==> config.mk <==
export PLATFORM = sky130hd
export DESIGN_NAME = complex_result_collector
export DESIGN_NICKNAME = d
export VERILOG_FILES = /design/src/rtl/complex_result_collector.sv
export SDC_FILE = /design/constraint.sdc
export NUM_CORES = 1
export LEC_CHECK = 0
export BUFFER_PORTS_ARGS = -buffer_cell sky130_fd_sc_hd__buf_4
export CORE_ASPECT_RATIO = 2
export CORE_MARGIN = 10
export CORE_UTILIZATION = 40
export CTS_CLUSTER_SIZE = 8
export DETAILED_ROUTE_END_ITERATION = 8
export HOLD_SLACK_MARGIN = 0.15
export PLACE_DENSITY = 0.56
export SLEW_MARGIN = 25
export SYNTH_ARGS = -nofsm -noshare
export SYNTH_HDL_FRONTEND = slang
export SYNTH_SLANG_ARGS = --single-unit
export TNS_END_PERCENT = 1
==> constraint.sdc <==
create_clock -name clk -period 3.3 [get_ports clk]
set_input_delay 0 -clock clk [delete_from_list [all_inputs] [get_ports clk]]
set_output_delay 0 -clock clk [all_outputs]
set_load 0.05 [all_outputs]
==> src/rtl/complex_result_collector.sv <==
// Purpose : captures a run of complex ALU results into a buffer, then replays them in order on request.
// Latency : capture takes effect on the strobe edge; a read returns data one cycle after rd_req.
// Backpressure: none on capture (one result per cycle); reads are demand-paced by rd_req.
//
// Ports:
//   clk, rst_n          single clock, asynchronous active-low reset
//   start, len          arm a run in IDLE; len of 0 or above DEPTH means DEPTH
//   in_valid/in_re/in_im ALU result strobe and payload
//   rd_req              request the next buffered result (READY only)
//   busy, done, count   run status: collecting, buffer full, results captured
//   rd_valid/rd_re/rd_im/rd_last  registered read response; rd_last marks the final entry
//   ovf                 sticky flag for results dropped outside COLLECT
//
// Optional feature: define COLLECTOR_OVF_EN to build the dropped-result detector.
// Without it ovf is tied low. DEPTH must be a power of two and at least 2.

module complex_result_collector #(
    parameter  int DATA_W = 16,
    parameter  int DEPTH  = 16,
    localparam int CW     = $clog2(DEPTH) + 1,
    localparam int AW     = $clog2(DEPTH)
) (
    input  logic              clk,
    input  logic              rst_n,
    input  logic              start,
    input  logic [CW-1:0]     len,
    input  logic              in_valid,
    input  logic [DATA_W-1:0] in_re,
    input  logic [DATA_W-1:0] in_im,
    input  logic              rd_req,
    output logic              busy,
    output logic              done,
    output logic [CW-1:0]     count,
    output logic              rd_valid,
    output logic [DATA_W-1:0] rd_re,
    output logic [DATA_W-1:0] rd_im,
    output logic              rd_last,
    output logic              ovf
);

    typedef enum logic [1:0] {
        IDLE    = 2'd0,
        COLLECT = 2'd1,
        READY   = 2'd2
    } state_e;

    state_e            state_q, state_d;
    logic [CW-1:0]     len_q, len_d;
    logic [CW-1:0]     count_q, count_d;
    logic [AW-1:0]     wr_ptr_q, wr_ptr_d;
    // rd_ptr counts reads issued in this run; its low bits address the buffer.
    logic [CW-1:0]     rd_ptr_q, rd_ptr_d;
    logic              rd_valid_q, rd_valid_d;
    logic              rd_last_q, rd_last_d;
    logic [DATA_W-1:0] rd_re_q, rd_im_q;

    logic              wr_en;
    logic              rd_en;
    logic              start_ok;
    logic [CW-1:0]     len_eff;

    // Buffer carries no reset: contents of an abandoned run are never read.
    logic [2*DATA_W-1:0] mem [DEPTH];

    assign start_ok = (state_q == IDLE) && start;
    assign len_eff  = ((len == '0) || (len > CW'(DEPTH))) ? CW'(DEPTH) : len;

    always_comb begin
        state_d    = state_q;
        len_d      = len_q;
        count_d    = count_q;
        wr_ptr_d   = wr_ptr_q;
        rd_ptr_d   = rd_ptr_q;
        rd_valid_d = 1'b0;
        rd_last_d  = 1'b0;
        wr_en      = 1'b0;
        rd_en      = 1'b0;
        case (state_q)
            IDLE: begin
                // A strobe coinciding with start is not captured: capture
                // only happens in COLLECT, which begins on the next edge.
                if (start) begin
                    len_d    = len_eff;
                    count_d  = '0;
                    wr_ptr_d = '0;
                    rd_ptr_d = '0;
                    state_d  = COLLECT;
                end
            end
            COLLECT: begin
                if (in_valid) begin
                    wr_en    = 1'b1;
                    wr_ptr_d = wr_ptr_q + 1'b1;
                    count_d  = count_q + 1'b1;
                    if ((count_q + 1'b1) == len_q) begin
                        state_d = READY;
                    end
                end
            end
            READY: begin
                if (rd_req) begin
                    rd_en      = 1'b1;
                    rd_valid_d = 1'b1;
                    rd_ptr_d   = rd_ptr_q + 1'b1;
                    // Final read: leave READY on the edge that presents it,
                    // so any further rd_req lands in IDLE and is ignored.
                    if (rd_ptr_q == (len_q - 1'b1)) begin
                        rd_last_d = 1'b1;
                        state_d   = IDLE;
                    end
                end
            end
            default: begin
                state_d = IDLE;
            end
        endcase
    end

    always_ff @(posedge clk or negedge rst_n) begin
        if (!rst_n) begin
            state_q    <= IDLE;
            len_q      <= '0;
            count_q    <= '0;
            wr_ptr_q   <= '0;
            rd_ptr_q   <= '0;
            rd_valid_q <= 1'b0;
            rd_last_q  <= 1'b0;
        end else begin
            state_q    <= state_d;
            len_q      <= len_d;
            count_q    <= count_d;
            wr_ptr_q   <= wr_ptr_d;
            rd_ptr_q   <= rd_ptr_d;
            rd_valid_q <= rd_valid_d;
            rd_last_q  <= rd_last_d;
        end
    end

    always_ff @(posedge clk) begin
        if (wr_en) begin
            mem[wr_ptr_q] <= {in_re, in_im};
        end
    end

    // Read data holds its last value between reads.
    always_ff @(posedge clk or negedge rst_n) begin
        if (!rst_n) begin
            rd_re_q <= '0;
            rd_im_q <= '0;
        end else if (rd_en) begin
            {rd_re_q, rd_im_q} <= mem[rd_ptr_q[AW-1:0]];
        end
    end

`ifdef COLLECTOR_OVF_EN
    logic drop;
    logic ovf_q;

    // Any strobe outside COLLECT is lost; an honoured start takes priority
    // over a same-cycle drop so every new run begins with a clean flag.
    assign drop = in_valid && (state_q != COLLECT);

    always_ff @(posedge clk or negedge rst_n) begin
        if (!rst_n) begin
            ovf_q <= 1'b0;
        end else if (start_ok) begin
            ovf_q <= 1'b0;
        end else if (drop) begin
            ovf_q <= 1'b1;
        end
    end

    assign ovf = ovf_q;
`else
    logic unused_start_ok;
    assign unused_start_ok = start_ok;
    assign ovf = 1'b0;
`endif

    assign busy     = (state_q == COLLECT);
    assign done     = (state_q == READY);
    assign count    = count_q;
    assign rd_valid = rd_valid_q;
    assign rd_last  = rd_last_q;
    assign rd_re    = rd_re_q;
    assign rd_im    = rd_im_q;

endmodule

==> impl.org <==
** Run status
- Result of the run :: finished, final reports clean

** Yosys
- The post-synthesis compound-gate area fraction was 0.0473.
- Sorting the synthesized cells by area gives the leading types as sky130_fd_sc_hd__edfxtp_1 (70%), sky130_fd_sc_hd__mux4_2 (6.6%), sky130_fd_sc_hd__dfrtp_1 (6.3%).
- Of the total synthesized cell area, the portion taken by AND, OR, NAND and NOR gates is 0.0315.
- Of the post-synthesis cell area, the dominant cell type holds 0.700.
- Cell type contributing the most total cell area after synthesis :: sky130_fd_sc_hd__edfxtp_1
- Library cells used by synthesis :: 46
- Counting every instance in the synthesized netlist gives around 1,100.
- Of the total synthesized cell area, the portion taken by XOR and XNOR cells is 0.00678.
- The synthesized design contains 567 register bits.
- For this run, asynchronously set or reset flops after synthesis account for 0.0970.
- Area of the mapped netlist :: 22,000 um2
- In this run, synthesis inferred approximately 510 flip-flops with an integrated enable.
- For this run, the leading register cell type out of synthesis is sky130_fd_sc_hd__edfxtp_1.
- For this run, the register share of the synthesized area comes to 0.762.
- Mean area per synthesized cell :: 19.2 um2
- Of the total synthesized cell area, the portion taken by full adders, half adders and majority gates is 0.00456.
- Main combinational cell family by area after synthesis :: multiplexers
- Counting every net in the synthesized netlist gives 1,193.
- Multiplexer share of the synthesized area :: 0.126
- Synth warn :: 0

** Floorplanning
- In this run the vertical extent of the chip is 351 um.
- Area of the die :: 65,300 um2
- After floorplanning, the core was sized to cover about 54,000 um2.
- Starting utilization of the core area :: 0.404
- The die is 186 um wide.
- In this run the count of I/O pins placed on the die edge is 84.
- Number of placement rows :: 121

** STA
- Headroom to the max-slew limit came out at 0.515.
- Adding up every negative setup slack in the final design gives 0 ns.
- Worst setup slack after layout :: slightly above 0.7 ns
- Dividing the final minimum period by the clock period gives 0.780.
- Clock skew on the completed layout was measured at 0.0186 ns.
- Number of failing hold endpoints at the final stage :: 0
- Slew @ Worst Pin :: 0.724 ns
- Setup repair after global routing left no endpoint under its margin.
- The smallest clock period supported by the final layout is computed as 2.57 ns.
- Final setup violation count :: 0
- Based on the critical path, the design can be clocked at up to 389 MHz.
- The count of pins over their slew limit is 0.

** Run
- Number of max-cap violations :: 0

** Clock tree
- Inserted Clock Buffers :: 80
- In this run the deepest clock path goes through 3 buffers.
- The tree built by TritonCTS fans out to between 500 and 600 sinks.
- Setup Buffers After CTS :: 0
- H-tree levels :: 3
- Worst skew pair latency :: around 0.60 ns
- CTS placed an instance of sky130_fd_sc_hd__clkbuf_16 at the clock tree root.
- TritonCTS built the clock tree.
- Clock-pin slew was measured on the worst setup and hold paths at about 0.06 ns.

** Route
- In the routed layout, each cell is associated on average with a via count of 5.48.
- Detailed-routing iteration count for the pre-antenna-repair pass :: 8
- Antenna viol nets, final :: 0
- Average wire length per cell after detail routing :: between 20 and 30 um
- For this run, design rule violations remaining after detail routing come to 0.
- Detailed routing inserted a total of 11,375 vias.
- Overall routed net length :: 53,800 um
- Number of violations reported at the end of detailed-routing iteration 0 :: 766

** Cells and area
- P&R area growth vs syn :: 20.0%
- Fraction of layout instances using a drive strength above 1 :: 0.229
- For this run, the post-layout net count is 1,392.
- The library cell used most frequently in the layout, excluding fill and tap cells, is sky130_fd_sc_hd__edfxtp_1.
- In the layout the commonest cells are sky130_fd_sc_hd__edfxtp_1 (512), sky130_fd_sc_hd__mux2i_1 (128), sky130_fd_sc_hd__buf_4 (110).
- Ant diodes :: 0
- The layout has 4,415 filler cells.

** GRT
- Number of global-route vias before repair :: roughly 12,000
- Entering global routing, the biggest net connects between 70 and 80 pins.
- Global-route wire length before repair :: between 80,000 and 90,000 um
- The initial antenna violation count came to 0.
- Global-route usage over all layers :: 0.169
- GRT overflow :: 0

** Place
- Routability-driven placement finished with a final weighted congestion of 0.770.
- Before CTS, the worst setup slack after placement is roughly 0.8 ns.
- Post-detailed-placement half-perimeter wirelength :: 33,500 um
- Count of buffers from port buffering :: 82

** Critical path
- STA classifies the critical path startpoint as a flip-flop.
- At the worst endpoint, the required time is 3.59 ns.
- Crit-path max FO :: 14
- Startpoint of the worst-slack reg-to-reg timing path :: state_q[1]
- STA classifies the critical path endpoint as a flip-flop.
- Critical path class :: flip-flop to flip-flop
- Data arrives at the worst endpoint at 2.86 ns.
- The most critical setup path has its startpoint at state_q[1].

** Min path
- Worst Hold Class :: primary input to flip-flop
- Beginning of the worst hold path :: in_re[8]

** Power and ir drop
- For this design the static power due to leakage is 8.69 nW.
- Dividing total power by cell area gives a power density of 791 nW/um2.
- Peak ir drop on the vdd network :: 0.379 mV
## layout make-up
type,instances,area (um2),area share
Sequential cell,567,16800,0.636
Multi-Input combinational cell,508,4790,0.182
Clock buffer,135,2230,0.0846
Timing Repair Buffer,175,1620,0.0616
Tap cell,676,846,0.0321
Clock inverter,6,75.1,0.00285
Inverter,10,37.5,0.00142
## sequential cells by signal, summed over array words and instances, names as in the netlist
name and cells:
count 5, rd_im 16, wr_ptr_q 4, state_q 2, rd_valid 1, mem 512
len_q 5, rd_last 1, rd_re 16, rd_ptr_q 5
## routing by layer
layer / wire (um) / global-route usage / share of wire / up-vias
met2: 30000 / 0.310 / 0.56 / 289
met1: 20000 / 0.189 / 0.37 / 5966
met5: 0 / 0 / 0 / -
met4: 1720 / 0.0705 / 0.032 / 0
met3: 2110 / 0.0261 / 0.039 / 100
li1: - / - / - / 5020
## per-stage QoR
stage          utilization  power (mW)  area, um2  std cells  hold slack [ns]
4_1_cts              0.485        21.1      26400       2077            0.251
3_3_place_gp         0.433        13.4      23500       1884            0.139
5_1_grt              0.485        21.7      26400       2077            0.288
2_1_floorplan            -        12.2      22000       1143           -0.296
3_5_place_dp         0.433        13.5      23500       1884            0.153
6_report             0.485        20.9      26400       2077            0.270
## cells in the mapped netlist (9+ instances only)
cell type	number
sky130_fd_sc_hd__a21oi_1	33
sky130_fd_sc_hd__a22oi_2	20
sky130_fd_sc_hd__buf_2	15
sky130_fd_sc_hd__edfxtp_1	512
sky130_fd_sc_hd__nor3_1	34
sky130_fd_sc_hd__nor2_1	41
sky130_fd_sc_hd__a22oi_1	11
sky130_fd_sc_hd__xor2_1	9
sky130_fd_sc_hd__nand2_1	15
sky130_fd_sc_hd__mux2i_1	128
sky130_fd_sc_hd__and2_1	18
sky130_fd_sc_hd__dfrtp_1	55
sky130_fd_sc_hd__mux4_2	64
sky130_fd_sc_hd__o22ai_1	63
sky130_fd_sc_hd__clkbuf_1	16
sky130_fd_sc_hd__buf_6	15
## report_power, final
part | internal (mW) | switching [mW]
registers | 8.52 | 0.339
clock network | 4.58 | 2.94
logic | 1.84 | 2.64
total | 14.9 | 5.92
## worst max-delay path: stages, from the launching register on
cell                       delay (ns)
sky130_fd_sc_hd__dfrtp_1         0.45
sky130_fd_sc_hd__nand2b_1        0.20
sky130_fd_sc_hd__inv_2           0.09
sky130_fd_sc_hd__nand2_1         0.20
sky130_fd_sc_hd__nor3b_1         0.43
sky130_fd_sc_hd__and2_2          0.55
sky130_fd_sc_hd__buf_4           0.32
## path summary, 6_finish.rpt
path	end	slack, ns	depth (start not counted)
setup / recovery	mem[10][20]	0.73	6
hold / removal	mem[0][24]	0.27	2
setup reg to reg	mem[10][20]	0.73	6
hold reg to reg	rd_re[6]	0.53	2
max in group asynchronous	rd_im[10]	2.41	4
min in group asynchronous	rd_re[7]	0.59	4
## logic make-up after synthesis
logic type	Yosys count
AO/OA/AOI/OAI	150
other	1
XOR/XNOR	17
flip-flops	567
buffers and inverters	68
AND/OR/NAND/NOR	138
multiplexers	194
adder cells (fa/ha/maj)	8
## what timing repair did
action                    CTS  global route
resized for setup           0             0
hold endpoints to repair  591             0
hold buffers               52             0
Note: power is estimated with default switching activity, not from simulation.
